<file path="config.mk">
export PLATFORM = sky130hd
export DESIGN_NAME = cu_mc_flat
export DESIGN_NICKNAME = d
export VERILOG_FILES = /design/src/rtl/cu_mc_if.sv /design/src/rtl/cu_mc.sv /design/src/flat_wrapper.sv
export SDC_FILE = /design/constraint.sdc
export NUM_CORES = 1
export LEC_CHECK = 0
export BUFFER_PORTS_ARGS = -buffer_cell sky130_fd_sc_hd__buf_2
export CAP_MARGIN = 5
export CORE_MARGIN = 5
export CORE_UTILIZATION = 40
export CTS_CLUSTER_DIAMETER = 100
export DETAILED_ROUTE_END_ITERATION = 12
export PLACE_DENSITY_LB_ADDON = 0.1
export SYNTH_ARGS = -nofsm -noshare
export SYNTH_HDL_FRONTEND = slang
export SYNTH_SLANG_ARGS = --single-unit
</file>
<file path="constraint.sdc">
create_clock -name clk -period 3.8 [get_ports clk]
set_clock_uncertainty 0.15 [all_clocks]
set_input_delay 0.76 -clock clk [delete_from_list [all_inputs] [get_ports clk]]
set_output_delay 0.76 -clock clk [all_outputs]
set_load 0.01 [all_outputs]
</file>
<file path="src/rtl/cu_mc_if.sv">
// ID-stage <-> control-unit bundle: raw instruction fields in, decoded controls and
// multi-cycle MDU sequencing status out.
interface cu_mc_if #(
  parameter int ALUCTRL_W = 5
);
  logic                 id_valid_i;
  logic [6:0]           id_opcode_i;
  logic [2:0]           id_func3_i;
  logic [6:0]           id_func7_i;
  logic                 flush_i;
  logic [ALUCTRL_W-1:0] cu_ALUctrl_o;
  logic                 cu_reg_we_o;
  logic                 cu_op_b_sel_o;
  logic                 cu_reg1_RE_o;
  logic                 cu_reg2_RE_o;
  logic                 cu_mdu_start_o;
  logic [2:0]           cu_mdu_op_o;
  logic                 cu_stall_o;
  logic                 cu_busy_o;
  logic                 cu_illegal_o;

  modport master (
    output id_valid_i, id_opcode_i, id_func3_i, id_func7_i, flush_i,
    input  cu_ALUctrl_o, cu_reg_we_o, cu_op_b_sel_o, cu_reg1_RE_o, cu_reg2_RE_o,
           cu_mdu_start_o, cu_mdu_op_o, cu_stall_o, cu_busy_o, cu_illegal_o
  );

  modport slave (
    input  id_valid_i, id_opcode_i, id_func3_i, id_func7_i, flush_i,
    output cu_ALUctrl_o, cu_reg_we_o, cu_op_b_sel_o, cu_reg1_RE_o, cu_reg2_RE_o,
           cu_mdu_start_o, cu_mdu_op_o, cu_stall_o, cu_busy_o, cu_illegal_o
  );
endinterface

</file>
<file path="src/rtl/cu_mc.sv">
// RV32I(M) control unit: same-cycle decode plus an IDLE/BUSY/DONE sequencer that
// stalls IF/ID while a multi-cycle multiply/divide is in flight.
module cu_mc #(
  parameter bit M_EXT     = 1'b1,
  parameter int MUL_LAT   = 2,
  parameter int DIV_LAT   = 33,
  parameter int ALUCTRL_W = 5
) (
  input  logic   clk,
  input  logic   rst_n,
  cu_mc_if.slave bus
);
  localparam logic [ALUCTRL_W-1:0] ALU_NO_OP = ALUCTRL_W'(0);
  localparam logic [ALUCTRL_W-1:0] ALU_ADD   = ALUCTRL_W'(1);
  localparam logic [ALUCTRL_W-1:0] ALU_SUB   = ALUCTRL_W'(2);
  localparam logic [ALUCTRL_W-1:0] ALU_SLL   = ALUCTRL_W'(3);
  localparam logic [ALUCTRL_W-1:0] ALU_SLT   = ALUCTRL_W'(4);
  localparam logic [ALUCTRL_W-1:0] ALU_SLTU  = ALUCTRL_W'(5);
  localparam logic [ALUCTRL_W-1:0] ALU_XOR   = ALUCTRL_W'(6);
  localparam logic [ALUCTRL_W-1:0] ALU_SRL   = ALUCTRL_W'(7);
  localparam logic [ALUCTRL_W-1:0] ALU_SRA   = ALUCTRL_W'(8);
  localparam logic [ALUCTRL_W-1:0] ALU_OR    = ALUCTRL_W'(9);
  localparam logic [ALUCTRL_W-1:0] ALU_AND   = ALUCTRL_W'(10);
  localparam logic [ALUCTRL_W-1:0] ALU_EQU   = ALUCTRL_W'(11);
  localparam logic [ALUCTRL_W-1:0] ALU_NEQ   = ALUCTRL_W'(12);
  localparam logic [ALUCTRL_W-1:0] ALU_SGE   = ALUCTRL_W'(13);
  localparam logic [ALUCTRL_W-1:0] ALU_SGEU  = ALUCTRL_W'(14);

  localparam logic [6:0] OP_LUI    = 7'b0110111;
  localparam logic [6:0] OP_AUIPC  = 7'b0010111;
  localparam logic [6:0] OP_JAL    = 7'b1101111;
  localparam logic [6:0] OP_JALR   = 7'b1100111;
  localparam logic [6:0] OP_BRANCH = 7'b1100011;
  localparam logic [6:0] OP_LOAD   = 7'b0000011;
  localparam logic [6:0] OP_STORE  = 7'b0100011;
  localparam logic [6:0] OP_IMM    = 7'b0010011;
  localparam logic [6:0] OP_REG    = 7'b0110011;
  localparam logic [6:0] OP_FENCE  = 7'b0001111;
  localparam logic [6:0] OP_SYSTEM = 7'b1110011;

  localparam logic [6:0] F7_BASE = 7'b0000000;
  localparam logic [6:0] F7_ALT  = 7'b0100000;
  localparam logic [6:0] F7_MUL  = 7'b0000001;

  localparam int MAX_LAT = (MUL_LAT > DIV_LAT) ? MUL_LAT : DIV_LAT;
  localparam int CNT_W   = $clog2(MAX_LAT + 1);
  localparam logic [CNT_W-1:0] MUL_CNT = CNT_W'(MUL_LAT - 1);
  localparam logic [CNT_W-1:0] DIV_CNT = CNT_W'(DIV_LAT - 1);

  typedef enum logic [1:0] {IDLE, BUSY, DONE} state_t;

  state_t               state_q, state_d;
  logic [CNT_W-1:0]     cnt_q, cnt_d;
  logic [2:0]           mdu_op_q;

  logic [ALUCTRL_W-1:0] dec_alu;
  logic                 dec_we, dec_opb, dec_r1, dec_r2, dec_ill, dec_m;
  logic                 legal, start;

  function automatic logic [ALUCTRL_W-1:0] f3_alu(input logic [2:0] f3);
    case (f3)
      3'b000:  return ALU_ADD;
      3'b001:  return ALU_SLL;
      3'b010:  return ALU_SLT;
      3'b011:  return ALU_SLTU;
      3'b100:  return ALU_XOR;
      3'b101:  return ALU_SRL;
      3'b110:  return ALU_OR;
      default: return ALU_AND;
    endcase
  endfunction

  always_comb begin
    dec_alu = ALU_NO_OP;
    dec_we  = 1'b0;
    dec_opb = 1'b0;
    dec_r1  = 1'b0;
    dec_r2  = 1'b0;
    dec_ill = 1'b0;
    dec_m   = 1'b0;
    case (bus.id_opcode_i)
      OP_LUI, OP_AUIPC, OP_JAL: begin
        dec_alu = ALU_ADD; dec_we = 1'b1; dec_opb = 1'b1;
      end
      OP_JALR, OP_LOAD: begin
        dec_alu = ALU_ADD; dec_we = 1'b1; dec_opb = 1'b1; dec_r1 = 1'b1;
      end
      OP_STORE: begin
        dec_alu = ALU_ADD; dec_opb = 1'b1; dec_r1 = 1'b1; dec_r2 = 1'b1;
      end
      OP_IMM: begin
        dec_alu = f3_alu(bus.id_func3_i);
        dec_we  = 1'b1; dec_opb = 1'b1; dec_r1 = 1'b1;
        if (bus.id_func3_i == 3'b001 && bus.id_func7_i != F7_BASE) dec_ill = 1'b1;
        if (bus.id_func3_i == 3'b101) begin
          if (bus.id_func7_i == F7_ALT)        dec_alu = ALU_SRA;
          else if (bus.id_func7_i != F7_BASE)  dec_ill = 1'b1;
        end
      end
      OP_BRANCH: begin
        dec_r1 = 1'b1; dec_r2 = 1'b1;
        case (bus.id_func3_i)
          3'b000:  dec_alu = ALU_EQU;
          3'b001:  dec_alu = ALU_NEQ;
          3'b100:  dec_alu = ALU_SLT;
          3'b101:  dec_alu = ALU_SGE;
          3'b110:  dec_alu = ALU_SLTU;
          3'b111:  dec_alu = ALU_SGEU;
          default: dec_ill = 1'b1;
        endcase
      end
      OP_REG: begin
        dec_r1 = 1'b1; dec_r2 = 1'b1;
        if (bus.id_func7_i == F7_BASE) begin
          dec_we = 1'b1; dec_alu = f3_alu(bus.id_func3_i);
        end else if (bus.id_func7_i == F7_ALT &&
                     (bus.id_func3_i == 3'b000 || bus.id_func3_i == 3'b101)) begin
          dec_we = 1'b1; dec_alu = bus.id_func3_i[2] ? ALU_SRA : ALU_SUB;
        end else if (M_EXT && bus.id_func7_i == F7_MUL) begin
          dec_m = 1'b1;
        end else begin
          dec_ill = 1'b1;
        end
      end
      OP_FENCE, OP_SYSTEM: ;
      default: dec_ill = 1'b1;
    endcase
  end

  assign legal = bus.id_valid_i & ~dec_ill;
  // Reset gates start directly so a held M op cannot fire while rst_n is low.
  assign start = rst_n & (state_q == IDLE) & legal & dec_m & ~bus.flush_i;

  always_comb begin
    bus.cu_ALUctrl_o   = legal ? dec_alu : ALU_NO_OP;
    bus.cu_reg_we_o    = (legal & dec_we) | ((state_q == DONE) & ~bus.flush_i);
    bus.cu_op_b_sel_o  = legal & dec_opb;
    bus.cu_reg1_RE_o   = legal & dec_r1;
    bus.cu_reg2_RE_o   = legal & dec_r2;
    bus.cu_illegal_o   = bus.id_valid_i & dec_ill;
    bus.cu_mdu_start_o = start;
    bus.cu_stall_o     = start | ((state_q == BUSY) & ~bus.flush_i);
    bus.cu_busy_o      = (state_q != IDLE);
    bus.cu_mdu_op_o    = mdu_op_q;
  end

  always_comb begin
    state_d = state_q;
    cnt_d   = cnt_q;
    if (bus.flush_i) begin
      state_d = IDLE;
      cnt_d   = '0;
    end else begin
      case (state_q)
        IDLE: if (start) begin
          state_d = BUSY;
          cnt_d   = bus.id_func3_i[2] ? DIV_CNT : MUL_CNT;
        end
        BUSY: if (cnt_q == '0) state_d = DONE;
              else             cnt_d   = cnt_q - 1'b1;
        DONE:    state_d = IDLE;
        default: state_d = IDLE;
      endcase
    end
  end

  always_ff @(posedge clk or negedge rst_n) begin
    if (!rst_n) begin
      state_q  <= IDLE;
      cnt_q    <= '0;
      mdu_op_q <= 3'b000;
    end else begin
      state_q <= state_d;
      cnt_q   <= cnt_d;
      if (start) mdu_op_q <= bus.id_func3_i;
    end
  end
endmodule

</file>
<file path="src/flat_wrapper.sv">
// flat-port wrapper written by rule: the top's interface ports become plain ports
module cu_mc_flat 
#(
  parameter bit M_EXT     = 1'b1,
  parameter int MUL_LAT   = 2,
  parameter int DIV_LAT   = 33,
  parameter int ALUCTRL_W = 5
)
  (clk, rst_n, bus_id_valid_i, bus_id_opcode_i, bus_id_func3_i, bus_id_func7_i, bus_flush_i, bus_cu_ALUctrl_o, bus_cu_reg_we_o, bus_cu_op_b_sel_o, bus_cu_reg1_RE_o, bus_cu_reg2_RE_o, bus_cu_mdu_start_o, bus_cu_mdu_op_o, bus_cu_stall_o, bus_cu_busy_o, bus_cu_illegal_o);
  cu_mc_if #(.ALUCTRL_W(ALUCTRL_W)) bus_i ();
  input  logic clk;
  input  logic rst_n;
  input wire logic [$bits(bus_i.id_valid_i)-1:0] bus_id_valid_i;
  input wire logic [$bits(bus_i.id_opcode_i)-1:0] bus_id_opcode_i;
  input wire logic [$bits(bus_i.id_func3_i)-1:0] bus_id_func3_i;
  input wire logic [$bits(bus_i.id_func7_i)-1:0] bus_id_func7_i;
  input wire logic [$bits(bus_i.flush_i)-1:0] bus_flush_i;
  output wire logic [$bits(bus_i.cu_ALUctrl_o)-1:0] bus_cu_ALUctrl_o;
  output wire logic [$bits(bus_i.cu_reg_we_o)-1:0] bus_cu_reg_we_o;
  output wire logic [$bits(bus_i.cu_op_b_sel_o)-1:0] bus_cu_op_b_sel_o;
  output wire logic [$bits(bus_i.cu_reg1_RE_o)-1:0] bus_cu_reg1_RE_o;
  output wire logic [$bits(bus_i.cu_reg2_RE_o)-1:0] bus_cu_reg2_RE_o;
  output wire logic [$bits(bus_i.cu_mdu_start_o)-1:0] bus_cu_mdu_start_o;
  output wire logic [$bits(bus_i.cu_mdu_op_o)-1:0] bus_cu_mdu_op_o;
  output wire logic [$bits(bus_i.cu_stall_o)-1:0] bus_cu_stall_o;
  output wire logic [$bits(bus_i.cu_busy_o)-1:0] bus_cu_busy_o;
  output wire logic [$bits(bus_i.cu_illegal_o)-1:0] bus_cu_illegal_o;
  assign bus_i.id_valid_i = bus_id_valid_i;
  assign bus_i.id_opcode_i = bus_id_opcode_i;
  assign bus_i.id_func3_i = bus_id_func3_i;
  assign bus_i.id_func7_i = bus_id_func7_i;
  assign bus_i.flush_i = bus_flush_i;
  assign bus_cu_ALUctrl_o = bus_i.cu_ALUctrl_o;
  assign bus_cu_reg_we_o = bus_i.cu_reg_we_o;
  assign bus_cu_op_b_sel_o = bus_i.cu_op_b_sel_o;
  assign bus_cu_reg1_RE_o = bus_i.cu_reg1_RE_o;
  assign bus_cu_reg2_RE_o = bus_i.cu_reg2_RE_o;
  assign bus_cu_mdu_start_o = bus_i.cu_mdu_start_o;
  assign bus_cu_mdu_op_o = bus_i.cu_mdu_op_o;
  assign bus_cu_stall_o = bus_i.cu_stall_o;
  assign bus_cu_busy_o = bus_i.cu_busy_o;
  assign bus_cu_illegal_o = bus_i.cu_illegal_o;
  cu_mc #(.M_EXT(M_EXT), .MUL_LAT(MUL_LAT), .DIV_LAT(DIV_LAT), .ALUCTRL_W(ALUCTRL_W)) u_core (.clk(clk), .rst_n(rst_n), .bus(bus_i));
endmodule
</file>
After elaboration in Yosys (flattened, before gate mapping):

Index checks and enable logic that the tools add are counted.
W data, S select, Z words.

* mux-type cells: 37
* add/subtract/negate cells: 1
* equal/unequal tests: 25
* bitwise gates (word level): 16
* reductions and logical operators: 19

Operators with widths (number)
* $eq A7 B6 Y1 const B: 4
* $eq A7 B7 Y1 const B: 4
* $pmux W4 S7: 1
* $mux W5: 5
* $mux W6: 4
* $pmux W4 S6: 1
* $reduce_or A6 Y1: 4
* $pmux W5 S4: 1
* $mux W1: 17
* $eq A7 B5 Y1 const B: 2
* $and A1 B1 Y1: 12
* $eq A3 B3 Y1 const B: 4
* $pmux W6 S2: 1
* $reduce_or A8 Y1: 1
* $eq A7 B1 Y1 const B: 1
* $eq A7 B2 Y1 const B: 1
* $eq A7 B4 Y1 const B: 1
* $logic_not A7 Y1: 1
* $reduce_bool A7 Y1: 1
* $reduce_or A7 Y1: 1
* $eq A3 B2 Y1 const B: 2
* $logic_not A6 Y1: 1
* $mux W2: 3
* $ne A3 B3 Y1 const B: 2
* other kinds (20): 23

* input port bits: 21
* output and inout bits: 16
* bits in registers: 11
* word-level logic and storage cells: 101

Longest topological paths before layout:

Gate-level depths: netlist of the first run.

* word-level depth: 15
* depth in mapped cells: 8
* mapped depth without buffers: 8

Worst setup path after synthesis of the first run:

Ideal clock, no wire load.

* path kind: input -> output
* start: in bus_id_func7_i[1]
* end: out bus_cu_reg1_RE_o
* slack: 0.454 ns
* path buffers: 0
* arrival: 2.436 ns
* required time: 2.890 ns
* stages on the path: 6
* cell sequence: nor4_2 -> nand2b_1 -> a211o_1 -> a22oi_1 -> nand4_2 -> nor4_1

* word-level cells in the longest chain between the ends: 10
* elaborated cells on any way between the ends: 17
* classes of those cells: 2 x eq/ne; 8 x mux; 3 x bitwise; 4 x reduce/logical

Ends and longest elaborated chain
* start, declared: line flat_wrapper.sv:16 `input wire logic [$bits(bus_i.id_func7_i)-1:0] bus_id_func7_i;`
* $reduce_bool A7 Y1: line cu_mc.sv:94, cu_mc.sv:97
* $logic_and A1 B1 Y1: line cu_mc.sv:94 `if (bus.id_func3_i == 3'b001 && bus.id_func7_i != F7_BASE) dec_ill = 1'b1;`
* $mux W1: line cu_mc.sv:94
* $mux W1: line cu_mc.sv:97 `else if (bus.id_func7_i != F7_BASE) dec_ill = 1'b1;`
* $mux W1: line cu_mc.sv:96 `if (bus.id_func7_i == F7_ALT) dec_alu = ALU_SRA;`
* $mux W1: line cu_mc.sv:95 `if (bus.id_func3_i == 3'b101) begin`
* $pmux W1 S4 *: line cu_mc.sv:81 `case (bus.id_opcode_i)`
* $not A1 Y1 *: line cu_mc.sv:130 `assign legal = bus.id_valid_i & ~dec_ill;`
* $and A1 B1 Y1 *: line cu_mc.sv:130
* $and A1 B1 Y1 *: line cu_mc.sv:138 `bus.cu_reg1_RE_o = legal & dec_r1;`
* end, declared: line flat_wrapper.sv:21 `output wire logic [$bits(bus_i.cu_reg1_RE_o)-1:0] bus_cu_reg1_RE_o;`

Mark *: on every way between the ends. The rest lies on a longest branch, timed or not.

Worst setup path after layout of the first run:

* start: in bus_id_opcode_i[2]
* end: out bus_cu_reg_we_o

* word-level cells in the longest chain between the ends: 7
* elaborated cells on any way between the ends: 19
* classes of those cells: 11 x eq/ne; 2 x mux; 4 x bitwise; 2 x reduce/logical

Ends and longest elaborated chain
* start, declared: line flat_wrapper.sv:14 `input wire logic [$bits(bus_i.id_opcode_i)-1:0] bus_id_opcode_i;`
* $eq A7 B6 Y1 (tied with other cells): line cu_mc.sv:81
* $reduce_or A8 Y1 (no source line)
* $pmux W1 S4: line cu_mc.sv:81
* $not A1 Y1: line cu_mc.sv:130
* $and A1 B1 Y1: line cu_mc.sv:130
* $and A1 B1 Y1 *: line cu_mc.sv:136 `bus.cu_reg_we_o = (legal & dec_we) | ((state_q == DONE) & ~bus.flush_i);`
* $or A1 B1 Y1 *: line cu_mc.sv:136
* end, declared: line flat_wrapper.sv:19 `output wire logic [$bits(bus_i.cu_reg_we_o)-1:0] bus_cu_reg_we_o;`

Marked as above.

==> impl_metrics.toml, run 1 <==
[global_routing]
antenna_found_initial = 0
grt_pass1_vias = 1307
gr-total-overflow = 0
grt_pass1_wl_mm = 5.98
gr-usage-all-layers_pct = 17.5
grt_start_max_net_pins = 16

[die]
coreArea_um2 = 3000
start_util_pct = 40.9
rows = 20
io_pins = 37
die_area_um2 = 4280
die_w_um = 65.4
die_y_um = 65.4

[timing]
fin_crit_sh_pct = 93.6
fin_setup_tns_ns = 0
hold_viol_final = 0
min_period_ns = 3.56
setup_viol = 0
maxSlewHeadroom_pct = 60.5
worstMarginPinSlew_ns = 0.591
fin_ws_ns = 0.245
finalMaxSlewViolations = 0
fmax_ghz = 0.281
rsz0062_at_grt = "no"

[detailed_routing]
drtAntennaViolNets = 0
wl_per_cell_um = 14.9
drc = 0
vias_per_cell = 6.05
first_pass_iters = 4
wirelength_mm = 3.43
drt-initial-drc-count = 144
vias = 1391

[final_layout]
num_antenna_cells = 0
multi_input_area_um2 = 878
nNetsFinal = 221
fillers = 318
seq_area_um2 = 275
final_layout_size_suffix_gt1_share_pct = 28.4
area_growth_pct = 18.7

[job]
drv_cap = 0

[logic_synthesis]
synth_top_area_share_pct = 22.4
synth_ff_type = "dfrtp_1"
syn_avg_cell_area_um2 = 7.53
netlist_area_um2 = 1230
synth_seq_area_share_pct = 22.4
synthTopCellsByCount = "nor2_1 (17), a21oi_1 (14), nand2_1 (14)"
netlist_instances = 163
synth_nets = 186
async_reset_ff_share_pct = 100
yosysTopAreaCell = "dfrtp_1"
ys_warn_count = 0
synth_edf_count = 0
synth_area_leaders = "dfrtp_1 (22%), a21oi_1 (5.7%), nor2_1 (5.2%), nand2_1 (4.3%), nor3_1 (4.1%)"
synth-seq-cells = 11
yosysUniqueCellTypes = 56
yosysMostFrequentCell = "nor2_1"

[clocking]
ctsHoldBuffers = 0
h-tree-depth = 1
clk_pin_slew_worst_paths_ns = 0.07
clockRootBuffer = "clkbuf_4"
cts_sinks = 11
cts_inserted_buffers = 3
cts_tree = "yes"
cts_setup_buffers = 0
clock_path_buffers = 2
insertion_delay_ns = 0.28
post_cts.resized_instances = 0

[worst_setup_path]
criticalPathCategory = "input pin to output port"
crit_chain = "buf_2 > or4_4 > or3_4 > nor3_1 > a22oi_1 > nand4_4 > o32ai_1 > buf_2"
crit_end = "bus_cu_reg_we_o"
r2r-end = "u_core.cnt_q[1]$_DFFE_PN0P_"
cp_data_required_time_ns = 2.89
cpPeakStageDelay_ns = 0.56
r2r_setup_slack_ns = 1.43
end_kind = "output port"
cp_max_fo = 11
critPathMostFrequentCell = "buf_2"
r2r-start = "u_core.state_q[0]$_DFFE_PN0P_"
crit_start = "bus_id_opcode_i[2]"
slowest_stage = "or4_4"
r2r_cells = 6
startpoint_type = "input pin"
cp_data_arrival_time_ns = 2.65

[power]
leakagePower_nw = 0.666
power.internal_mw = 0.181
p_comb_share_pct = 24.3
ir_drop_v = 0.000180
power.switching_mw = 0.0812
power_density_nw_per_um2 = 180
clockPowerShare_pct = 31.1
seq_power_share_pct = 44.6
switching_share_pct = 31.0

[placement]
place_hpwl_mm = 2.71
place_ws_ns = 0.193
io_buffers = 35
gp_congestion = 0.856

[status]
status = "complete, no violations"

[min_path]
hp-class = "input pin to async pin"
==> sequential cells by signal, summed over array words and instances, names as in the netlist <==
register / count
u_core.state_q: 2
u_core.cnt_q: 6
u_core.bus.cu_mdu_op_o: 3
==> routing by layer <==
| layer | GRT usage, % | part of all wire [%] | wire, um | vias to the layer above |
|---|---|---|---|---|
| met5 | 0 | 0 | 0 | - |
| met4 | 4.92 | 0.99 | 34 | 0 |
| met3 | 5.98 | 9.6 | 330 | 8 |
| met2 | 25.4 | 44 | 1500 | 65 |
| met1 | 24.3 | 46 | 1570 | 635 |
| li1 | - | - | - | 683 |
==> power by group through the flow <==
stage	sequential (mW)	clock, mW	combinational, mW
after floorplan	0.119	0	0.0386
after global placement	0.119	0	0.0613
after detailed placement	0.119	0	0.0625
after CTS	0.117	0.0863	0.0627
after global routing	0.117	0.0962	0.0717
final	0.117	0.0814	0.0637
==> cells in the final DEF, fill, tap and decap left out, drive strengths merged, types with 2 or more instances in the layout <==
master  count
nand4       2
nand2b      3
and2        3
o21bai      4
inv        10
nor3       10
ha          2
nor4        6
nand2      14
or4         2
a32o        2
dfrtp      11
a21oi      14
a221oi      4
a32oi       2
or3         2
buf        38
clkbuf      4
mux2        3
nand3       9
nor2       17
a21o        4
o21ai       9
==> how the worst min path moves through the flow <==
stage,to,slack (ns)
2_1_floorplan,u_core.bus.cu_mdu_op_o[0]$_DFFE_PN0P_,0.31
3_5_place_dp,u_core.bus.cu_mdu_op_o[1]$_DFFE_PN0P_,0.35
4_1_cts,u_core.cnt_q[3]$_DFFE_PN0P_,0.19
6_report,u_core.cnt_q[3]$_DFFE_PN0P_,0.19
5_1_grt,u_core.cnt_q[3]$_DFFE_PN0P_,0.19
3_3_place_gp,u_core.bus.cu_mdu_op_o[2]$_DFFE_PN0P_,0.34
==> logic make-up after synthesis <==
group                      count (synthesis)  synth area share [%]
other                                      1                 0.306
DFF                                       11                  22.4
AOI/OAI and AO/OA                         52                  29.6
and+or+nand+nor                           74                  34.7
xor gates and xnor gates                   1                 0.714
adders and majority gates                  2                  2.04
buffers and inverters                     18                  6.73
muxes                                      4                  3.57
==> area by class of cell <==
cell class	instances	area share, %
Sequential cell	11	18.9
Timing Repair Buffer	38	13.6
Multi-Input combinational cell	134	60.3
Tap cell	33	2.84
Inverter	10	2.58
Clock buffer	4	1.80
==> critical path, delay by kind of cell <==
kind | cells | cell delay [ns]
buf+inv | 2 | 0.31
compound gates | 2 | 0.26
simple gates | 4 | 1.32
==> metrics by stage <==
stage / instance area, um2 / utilization, % / instances / hold slack (ns) / power (mW)
finish: 1460 / 48.5 / 230 / 0.188 / 0.262
CTS: 1450 / 48.2 / 230 / 0.190 / 0.266
detailed placement: 1420 / 47.3 / 226 / 0.354 / 0.182
global placement: 1420 / 47.3 / 226 / 0.341 / 0.181
floorplan: 1230 / - / 163 / 0.314 / 0.158
global route: 1460 / 48.5 / 230 / 0.192 / 0.285
Note: power is estimated with default switching activity, not from simulation.
==> run 2, diff against run 1 <==
--- a/config.mk
+++ b/config.mk
@@ -5,10 +5,10 @@
 export SDC_FILE = /design/constraint.sdc
 export NUM_CORES = 1
 export LEC_CHECK = 0
-export BUFFER_PORTS_ARGS = -buffer_cell sky130_fd_sc_hd__buf_2
+export BUFFER_PORTS_ARGS = -buffer_cell sky130_fd_sc_hd__buf_4
 export CAP_MARGIN = 5
-export CORE_MARGIN = 5
-export CORE_UTILIZATION = 40
+export CORE_MARGIN = 4
+export CORE_UTILIZATION = 25
 export CTS_CLUSTER_DIAMETER = 100
 export DETAILED_ROUTE_END_ITERATION = 12
 export PLACE_DENSITY_LB_ADDON = 0.1
==> run 2 against run 1 <==
Combinational power grew 8.2%. Total power grew 17%. Clock power grew 47%. Maximum frequency shrank 0.41%. Die area grew 43%. Sequential power is essentially flat.
==> impl_metrics.toml, run 2 (synthesized netlist as in run 1, its figures left out) <==
[status]
status = "complete, no violations"

[power]
ir_drop_v = 0.0000946
power_density_nw_per_um2 = 192
leakagePower_nw = 0.688

[clocking]
insertion_delay_ns = 0.24
cts_tree = "yes"
clk_pin_slew_worst_paths_ns = 0.05
cts_sinks = 11
h-tree-depth = 1
post_cts.resized_instances = 0
ctsHoldBuffers = 0
cts_inserted_buffers = 3
cts_setup_buffers = 0
clockRootBuffer = "clkbuf_8"
clock_path_buffers = 2

[worst_setup_path]
cp_data_required_time_ns = 2.89
end_kind = "output port"
startpoint_type = "input pin"
r2r_cells = 6
crit_end = "bus_cu_reg1_RE_o"
r2r-end = "u_core.cnt_q[3]$_DFFE_PN0P_"
cp_max_fo = 8
criticalPathCategory = "input pin to output port"
cp_data_arrival_time_ns = 2.66
crit_start = "bus_id_func7_i[1]"
r2r-start = "u_core.state_q[0]$_DFFE_PN0P_"
r2r_setup_slack_ns = 1.34

[timing]
rsz0062_at_grt = "no"
setup_viol = 0
maxSlewHeadroom_pct = 65.9
hold_viol_final = 0
worstMarginPinSlew_ns = 0.511
fmax_ghz = 0.280
fin_setup_tns_ns = 0
min_period_ns = 3.57
finalMaxSlewViolations = 0
fin_crit_sh_pct = 93.9

[global_routing]
antenna_found_initial = 0
use_met3_pct = 2.75
met2_usage_pct = 19.3
met1_usage_pct = 16.9
grt_pass1_wl_mm = 6.09
grt_start_max_net_pins = 16
grt_pass1_vias = 1228
gr-usage-all-layers_pct = 12.2
gr-total-overflow = 0
busiest_layer = "met2"

[final_layout]
final_common_cell = "buf_4"
largest_register = "u_core.cnt_q"
num_antenna_cells = 0
largest_register_ffs = 6
final_util_pct = 33.4
layout_common_cells = "buf_4 (37), nor2_1 (17), nand2_1 (14), a21oi_1 (14), dfrtp_1 (11)"
nNetsFinal = 220
area_growth_pct = 29.6
final_cells = 263
fillers = 522
final_layout_size_suffix_gt1_share_pct = 28.6

[die]
coreArea_um2 = 4750
start_util_pct = 25.8
die_area_um2 = 6090
io_pins = 37
die_y_um = 78.1
die_w_um = 78.1
rows = 25

[detailed_routing]
drtAntennaViolNets = 0
drt-initial-drc-count = 77
drc = 0
wl_per_cell_um = 14.2
wirelength_mm = 3.74
first_pass_iters = 4
vias_per_cell = 5.22
vias = 1372

[min_path]
hp-class = "input pin to async pin"

[placement]
dp.cells = 259
gp_congestion = 0.848
io_buffers = 35
place_hpwl_mm = 3.00

[job]
drv_cap = 0
-- run 2: critical path, cell delays in order --
cell      delay [ns]
buf_4           0.11
nor4_2          0.35
nand2b_1        0.15
a211o_1         0.30
a22oi_1         0.21
nand4_2         0.29
nor4_1          0.32
buf_4           0.17
-- run 2: worst min path at each step --
stage | startpoint | end | slack [ns] | depth (start not counted)
after floorplan | rst_n | u_core.bus.cu_mdu_op_o[0]$_DFFE_PN0P_ | 0.31 | 0
after global placement | u_core.bus.cu_mdu_op_o[0]$_DFFE_PN0P_ | u_core.bus.cu_mdu_op_o[0]$_DFFE_PN0P_ | 0.36 | 1
after detailed placement | u_core.cnt_q[4]$_DFFE_PN0P_ | u_core.cnt_q[4]$_DFFE_PN0P_ | 0.36 | 1
after CTS | rst_n | u_core.state_q[1]$_DFFE_PN0P_ | 0.20 | 1
after global routing | rst_n | u_core.state_q[1]$_DFFE_PN0P_ | 0.20 | 1
final | rst_n | u_core.state_q[1]$_DFFE_PN0P_ | 0.20 | 1
-- run 2: cell type report --
cell class                      instances  area, um2  area share [%]
Multi-Input combinational cell        134        870            54.7
Timing Repair Buffer                   37        278            17.5
Sequential cell                        11        275            17.3
Tap cell                               67       83.8            5.27
Clock buffer                            3       41.3            2.60
Inverter                               10       37.5            2.36
Clock inverter                          1       5.00           0.315
-- run 2: where the power goes --
part	switching [mW]	internal, mW	total [mW]
clock	0.0476	0.0723	0.120
combinational	0.0401	0.0288	0.0689
sequential	0.0000130	0.117	0.117
total	0.0877	0.218	0.306
-- run 2: layer usage --
layer	wire, um	share of wire, %
met3	210	5.6
met4	33	0.88
met5	0	0
met1	1750	47
met2	1740	47
-- run 2: stage by stage --
stage                     power [mW]  worst slack (ns)  instance area, um2  hold slack (ns)
after floorplan                0.158             0.454                1230            0.314
after global placement         0.188             0.248                1540            0.363
after detailed placement       0.188             0.210                1540            0.361
after CTS                      0.310             0.202                1590            0.200
after global routing           0.325            0.0398                1590            0.201
final                          0.306             0.230                1590            0.196
